## src/rtl/riscv_bp_pkg.sv

```systemverilog
// Shared branch-predictor definitions.
//   bp_fsm_e  : state encoding of the prediction-table flush controller
//   bp_pred_e : 2-bit saturating-counter prediction encodings
package riscv_bp_pkg;

    typedef enum logic [1:0] {
        StInit  = 2'b00,
        StClear = 2'b01,
        StIdle  = 2'b10
    } bp_fsm_e;

    // Gray-ordered so a single bit flip moves one step of confidence.
    typedef enum logic [1:0] {
        PredStrongNt = 2'b00,
        PredWeakNt   = 2'b01,
        PredWeakT    = 2'b11,
        PredStrongT  = 2'b10
    } bp_pred_e;

endpackage

```

## src/rtl/riscv_bp_flush_ctrl.sv

```systemverilog
// Branch-prediction table flush controller.
// Sweeps every table entry back to INIT_PREDICTION after reset (optional) and on
// request, and otherwise forwards branch-unit updates to the table RAM.
// Ports:
//   clk_i, rst_ni             clock, asynchronous active-low reset
//   flush_req_i / flush_ack_o clear request, one-cycle ack when the clear completes
//   busy_o                    clear in progress, predictions not valid
//   upd_we_i/_waddr_i/_wdata_i  branch-unit update port
//   upd_drop_o                update discarded this cycle (table busy clearing)
//   ram_we_o/_waddr_o/_wdata_o  table RAM write port
//   ram_rdata_i               registered table RAM read data
//   predict_o                 prediction to fetch
module riscv_bp_flush_ctrl
    import riscv_bp_pkg::*;
#(
    parameter int unsigned BP_GLOBAL_BITS  = 2,
    parameter int unsigned BP_LOCAL_BITS   = 10,
    parameter logic [1:0]  INIT_PREDICTION = PredWeakNt,
    parameter bit          CLEAR_ON_RESET  = 1'b1,
    localparam int unsigned ADR_BITS       = BP_GLOBAL_BITS + BP_LOCAL_BITS,
    localparam int unsigned DEPTH          = 1 << ADR_BITS
) (
    input  logic                clk_i,
    input  logic                rst_ni,
    input  logic                flush_req_i,
    output logic                flush_ack_o,
    output logic                busy_o,
    input  logic                upd_we_i,
    input  logic [ADR_BITS-1:0] upd_waddr_i,
    input  logic [1:0]          upd_wdata_i,
    output logic                upd_drop_o,
    output logic                ram_we_o,
    output logic [ADR_BITS-1:0] ram_waddr_o,
    output logic [1:0]          ram_wdata_o,
    input  logic [1:0]          ram_rdata_i,
    output logic [1:0]          predict_o
);

    localparam logic [ADR_BITS-1:0] CntLast = ADR_BITS'(DEPTH - 1);

    bp_fsm_e             state_q;
    logic [ADR_BITS-1:0] cnt_q;
    logic                pend_q;   // a flush request awaits its ack

    always_ff @(posedge clk_i or negedge rst_ni) begin
        if (!rst_ni) begin
            state_q     <= StInit;
            cnt_q       <= '0;
            pend_q      <= 1'b0;
            flush_ack_o <= 1'b0;
            busy_o      <= CLEAR_ON_RESET;
        end else begin
            flush_ack_o <= 1'b0;
            case (state_q)
                StInit: begin
                    // A request arriving before the first sweep starts still needs a clear.
                    pend_q <= pend_q | flush_req_i;
                    if (CLEAR_ON_RESET || flush_req_i) begin
                        state_q <= StClear;
                        busy_o  <= 1'b1;
                    end else begin
                        state_q <= StIdle;
                        busy_o  <= 1'b0;
                    end
                end
                StClear: begin
                    cnt_q  <= cnt_q + 1'b1;
                    busy_o <= 1'b1;
                    if (cnt_q == CntLast) begin
                        // busy_o stays high one more cycle to cover the RAM read latency.
                        state_q     <= StIdle;
                        flush_ack_o <= pend_q | flush_req_i;
                        pend_q      <= 1'b0;
                    end else begin
                        pend_q <= pend_q | flush_req_i;
                    end
                end
                StIdle: begin
                    if (flush_req_i) begin
                        state_q <= StClear;
                        cnt_q   <= '0;
                        pend_q  <= 1'b1;
                        busy_o  <= 1'b1;
                    end else begin
                        busy_o <= 1'b0;
                    end
                end
                default: begin
                    state_q <= StInit;
                end
            endcase
        end
    end

    always_comb begin
        ram_we_o    = 1'b0;
        ram_waddr_o = cnt_q;
        ram_wdata_o = INIT_PREDICTION;
        upd_drop_o  = 1'b0;
        case (state_q)
            StClear: begin
                ram_we_o   = 1'b1;
                upd_drop_o = upd_we_i;
            end
            StIdle: begin
                ram_we_o    = upd_we_i;
                ram_waddr_o = upd_waddr_i;
                ram_wdata_o = upd_wdata_i;
            end
            default: begin
                upd_drop_o = upd_we_i;
            end
        endcase
    end

    assign predict_o = busy_o ? INIT_PREDICTION : ram_rdata_i;

endmodule

```

## config.mk

```make
export PLATFORM = sky130hd
export DESIGN_NAME = riscv_bp_flush_ctrl
export DESIGN_NICKNAME = d
export VERILOG_FILES = /design/src/rtl/riscv_bp_pkg.sv /design/src/rtl/riscv_bp_flush_ctrl.sv
export SDC_FILE = /design/constraint.sdc
export NUM_CORES = 1
export LEC_CHECK = 0
export CORE_MARGIN = 4
export CORE_UTILIZATION = 44
export DETAILED_ROUTE_END_ITERATION = 10
export GPL_TIMING_DRIVEN = 0
export MAX_ROUTING_LAYER = met4
export PLACE_DENSITY = 0.8
export SYNTH_ARGS = -nofsm -noshare
export SYNTH_HDL_FRONTEND = slang
export SYNTH_SLANG_ARGS = --single-unit
```

## constraint.sdc

```tcl
create_clock -name clk_i -period 2.1 [get_ports clk_i]
set_clock_uncertainty 0.05 [all_clocks]
set_input_delay 0.315 -clock clk_i [delete_from_list [all_inputs] [get_ports clk_i]]
set_output_delay 0.315 -clock clk_i [all_outputs]
set_load 0.03 [all_outputs]
```

==> results <==
- The per-cell routed wire length is between 15 and 20 µm.
- Including well taps, the total number of placed cells is 180.
- In the synthesized netlist the dominant register cell turns out to be dfrtp_1.
- After synthesis the cells add up to 1080 µm².
- The total length of routed wires is just under 3000 µm.
- The number of detailed-route iterations in the first pass is 4.
- Setup repair after global routing could not meet its margin everywhere.
- The global route total overflow is 0.
- The floorplan has 17 rows.
- Timing would allow up to 488 MHz.
- Yosys instantiated no cell more often than dfrtp_1.
- The worst setup path is launched from a flip-flop.
- Sequential elements use 39.5% of the synthesized area.
- The initial core utilization is 47.4%.
- The cell type with the highest aggregate area in the netlist is dfrtp_1.
- The number of antenna diodes in the final layout is 0.
- Averaged over all synthesized cells, the footprint is between 9 and 10 µm².
- Yosys mapped a number of flops with a built-in enable equal to 0.
- The initial antenna violation count is 0.
- The maximum net fanout on the critical path is 6.
- The worst-case IR drop observed on VDD is ~330 µV.
- The global placement routability congestion is 0.784.
- The sequential cells in the finished layout cover a total of 427 µm².
- The number of global-route vias before repair is 1025.
- After synthesis, the largest family of logic cells by area is simple AND/OR/NAND/NOR gates.
- The area fraction in compound gates after synthesis is 11.0%.
- The number of pins with negative max-slew slack in the final report is 0.
- The maximum number of pins on one net before global-route repair is 18.
- The setup path with the least slack is of type flip-flop to output port.
- The final clock period utilization by the worst path is 97.6%.
- Hold repair after CTS inserted 0 buffers.
- Ranked by instance count, the synthesized netlist is headed by dfrtp_1 (16), mux2_2 (12), a21oi_1 (8), nor2_1 (8).
- 40 I/O pins were placed.
- The share of layout cells above drive strength 1 is a little under 30%.
- CTS built an H-tree with a depth of 1.
- The run finished with clean final reports.
- The tightest hold path in the finished design has a slack of 0.414 ns.
- The number of failing setup endpoints in the final timing report is 0.
- The area of the die is 3310 µm².
- The slack of the critical path is 0.0514 ns.
- In this run, synthesis produced a sequential element count of 17.
- Summing the areas of all and, or, nand and nor instances in the mapped netlist gives 21.4% of the synthesized area.
- The number of different library cells used by synthesis comes to 36.
- Yosys attributes the largest share of cell area to dfrtp_1 (37%), mux2_2 (13%), ha_1 (5.8%).
- The path category of the worst min-delay check is input pin to asynchronous set/reset pin.
- Measured along the x axis, the die boundary spans between 50 and 60 µm.
- After detailed routing, the number of vias per cell comes to 5.48.
- Counting the fill cells in the layout gives 173.
- The total nets after synthesis is 138.
- For the pin with the worst max-slew slack, the measured transition is 0.781 ns.
- The final layout net count is roughly 190.
- For this block, the initial DRC count from the detailed router was 30.
- The CTS root buffer is clkbuf_4.
- The count of input and output buffers is 39.
- In the final timing run, aggregate negative setup slack is 0 ns.
- The clock period minus worst slack is 2.05 ns.
- The max-cap check violation count is 0.
- The total of warnings raised by yosys is 0.
- The core area is roughly 2300 µm².
- The number of clock sinks is 17.
- The clock tree buffer depth is 2.
- The top cell type by area accounts for 37.1% of the synthesized area.
- In this run the tightest slew margin relative to its limit is 47.8%.
- The xor/xnor cell area share of the yosys netlist is 4.87%.
- Power spread over the standard cell area amounts to 342 nW/µm².
- The total count of hold-check failures in the final report is 0.
- The leakage dissipation is 0.693 nW.
- The clock transition at the register clock pins on the worst setup and hold paths after CTS is 0.10 ns.
- Summed over all nets, the half-perimeter wirelength after detailed placement is roughly 2000 µm.
- The slack of the worst reg-to-reg path is roughly 0.14 ns.
- Data on the critical path arrives at its endpoint at around 1.7 ns.
- Across every metal layer, demand over resource in global routing totals 19.5%.
- The total clock buffers created by CTS is 3.
- After detailed routing, the number of remaining DRC violations is 0.
- The synthesized-area fraction occupied by adder cells is 5.79%.
- The detailed router placed 1035 vias in this run.
- The first global-routing pass estimated 4970 µm of wire.
- The source-to-sink clock delay at the later pin of the worst-skew pair is roughly 0.30 ns.
- The worst setup path is captured at an output port.
- The post-place setup slack is -0.534 ns.
- The post-layout instance count excluding filler cells is between 150 and 200.
- After synthesis, the share of flip-flops with an asynchronous set or reset is 100%.
- From bottom edge to top edge, the die measures 57.5 µm.
- From synthesis to final layout, the design area changed by 50.8%.
- Of the post-synthesis cell area, the part taken by muxes is between 10% and 20%.
- The TritonCTS clock tree is done.
- In the final layout, the multi-input gates occupy 641 µm².
- At the worst endpoint, the required time is 1.74 ns.
- Once detail routing completed, the nets flagged for antenna violations numbered 0.
- Synthesis produced a netlist whose cell count is 113.
layout make-up:
class	count	share of cell area (%)
plain buffers	5	3.23
flip-flops and latches	17	26.2
clock buffers	3	1.38
well taps	28	2.15
multi-input cells	86	39.4
clock inverters	1	0.307
repair buffers	44	26.2
inverters	5	1.15
path summary, 6_finish.rpt:
kind / cells after the start / endpoint / start
max: 6 / ram_waddr_o[3] / state_q[0]
max reg2reg: 7 / cnt_q[11] / state_q[1]
min: 1 / cnt_q[2] / rst_ni
min reg2reg: 2 / pend_q / pend_q
max in group asynchronous: 1 / cnt_q[11] / rst_ni
min in group clk_i: 2 / pend_q / pend_q
per-layer routing:
layer	vias to the layer above	share of wire, %	GRT usage [%]
li1	495	-	-
met3	3	5.9	2.71
met2	41	52	34.2
met1	496	41	24.0
met5	-	0	-
met4	0	0.86	2.98
registers in the layout (all words and copies together), names as in the netlist:
signal / flops
state_q: 2
cnt_q: 12
pend_q: 1
busy_o: 1
flush_ack_o: 1
cells by family after synthesis:
kind of cell             Yosys count
XOR/XNOR                           6
adder cells (fa/ha/maj)            5
AO/OA/AOI/OAI                     21
multiplexers                      13
flip-flops                        17
AND/OR/NAND/NOR                   41
buffers and inverters             10
cell usage in the layout (no fill, tap or decap), types with 2 or more instances in the layout:
cell type / synthesis / routed
clkdlybuf4s50_1: 0 / 23
dfrtp_1: 16 / 16
buf_6: 0 / 11
mux2_2: 12 / 10
a21oi_1: 8 / 8
nor2_1: 8 / 8
nand2_1: 7 / 7
o21ai_0: 7 / 7
xnor2_1: 6 / 6
nor2b_1: 4 / 4
clkbuf_4: 0 / 4
inv_1: 5 / 4
buf_2: 1 / 4
nand2b_1: 3 / 3
nand3_1: 3 / 3
ha_1: 5 / 3
buf_4: 1 / 3
mux2_4: 0 / 2
and2_1: 2 / 2
nor3b_1: 2 / 2
nor3_1: 2 / 2
or3_1: 2 / 2
clkbuf_2: 0 / 2
stage by stage:
stage / instance area (µm²) / utilization [%] / power (W)
5_1_grt: 1630 / 71.5 / 0.000579
6_report: 1630 / 71.5 / 0.000557
2_1_floorplan: 1080 / - / 0.000338
3_5_place_dp: 1510 / 66.1 / 0.000382
3_3_place_gp: 1510 / 66.1 / 0.000381
4_1_cts: 1590 / 69.8 / 0.000553
where the power goes:
part           internal [W]              switching, W
combinational     0.0000326                 0.0000149
sequential         0.000327  0.0000000000000000000367
clock             0.0000710                  0.000111
worst max-delay path, cell delays in order, from the launching register on:
cell and delay, ns:
dfrtp_1 0.41, inv_2 0.09, ha_4 0.14, buf_6 0.13, clkbuf_16 0.15, mux2_2 0.34
buf_6 0.14
repair_timing:
action                                 CTS  global route
resized for setup                       90            19
endpoints found under the hold margin    0             0
buffers inserted                         2             1
setup endpoints to repair               16            17
gates cloned                             2             0
(Power assumes the default switching activity.)
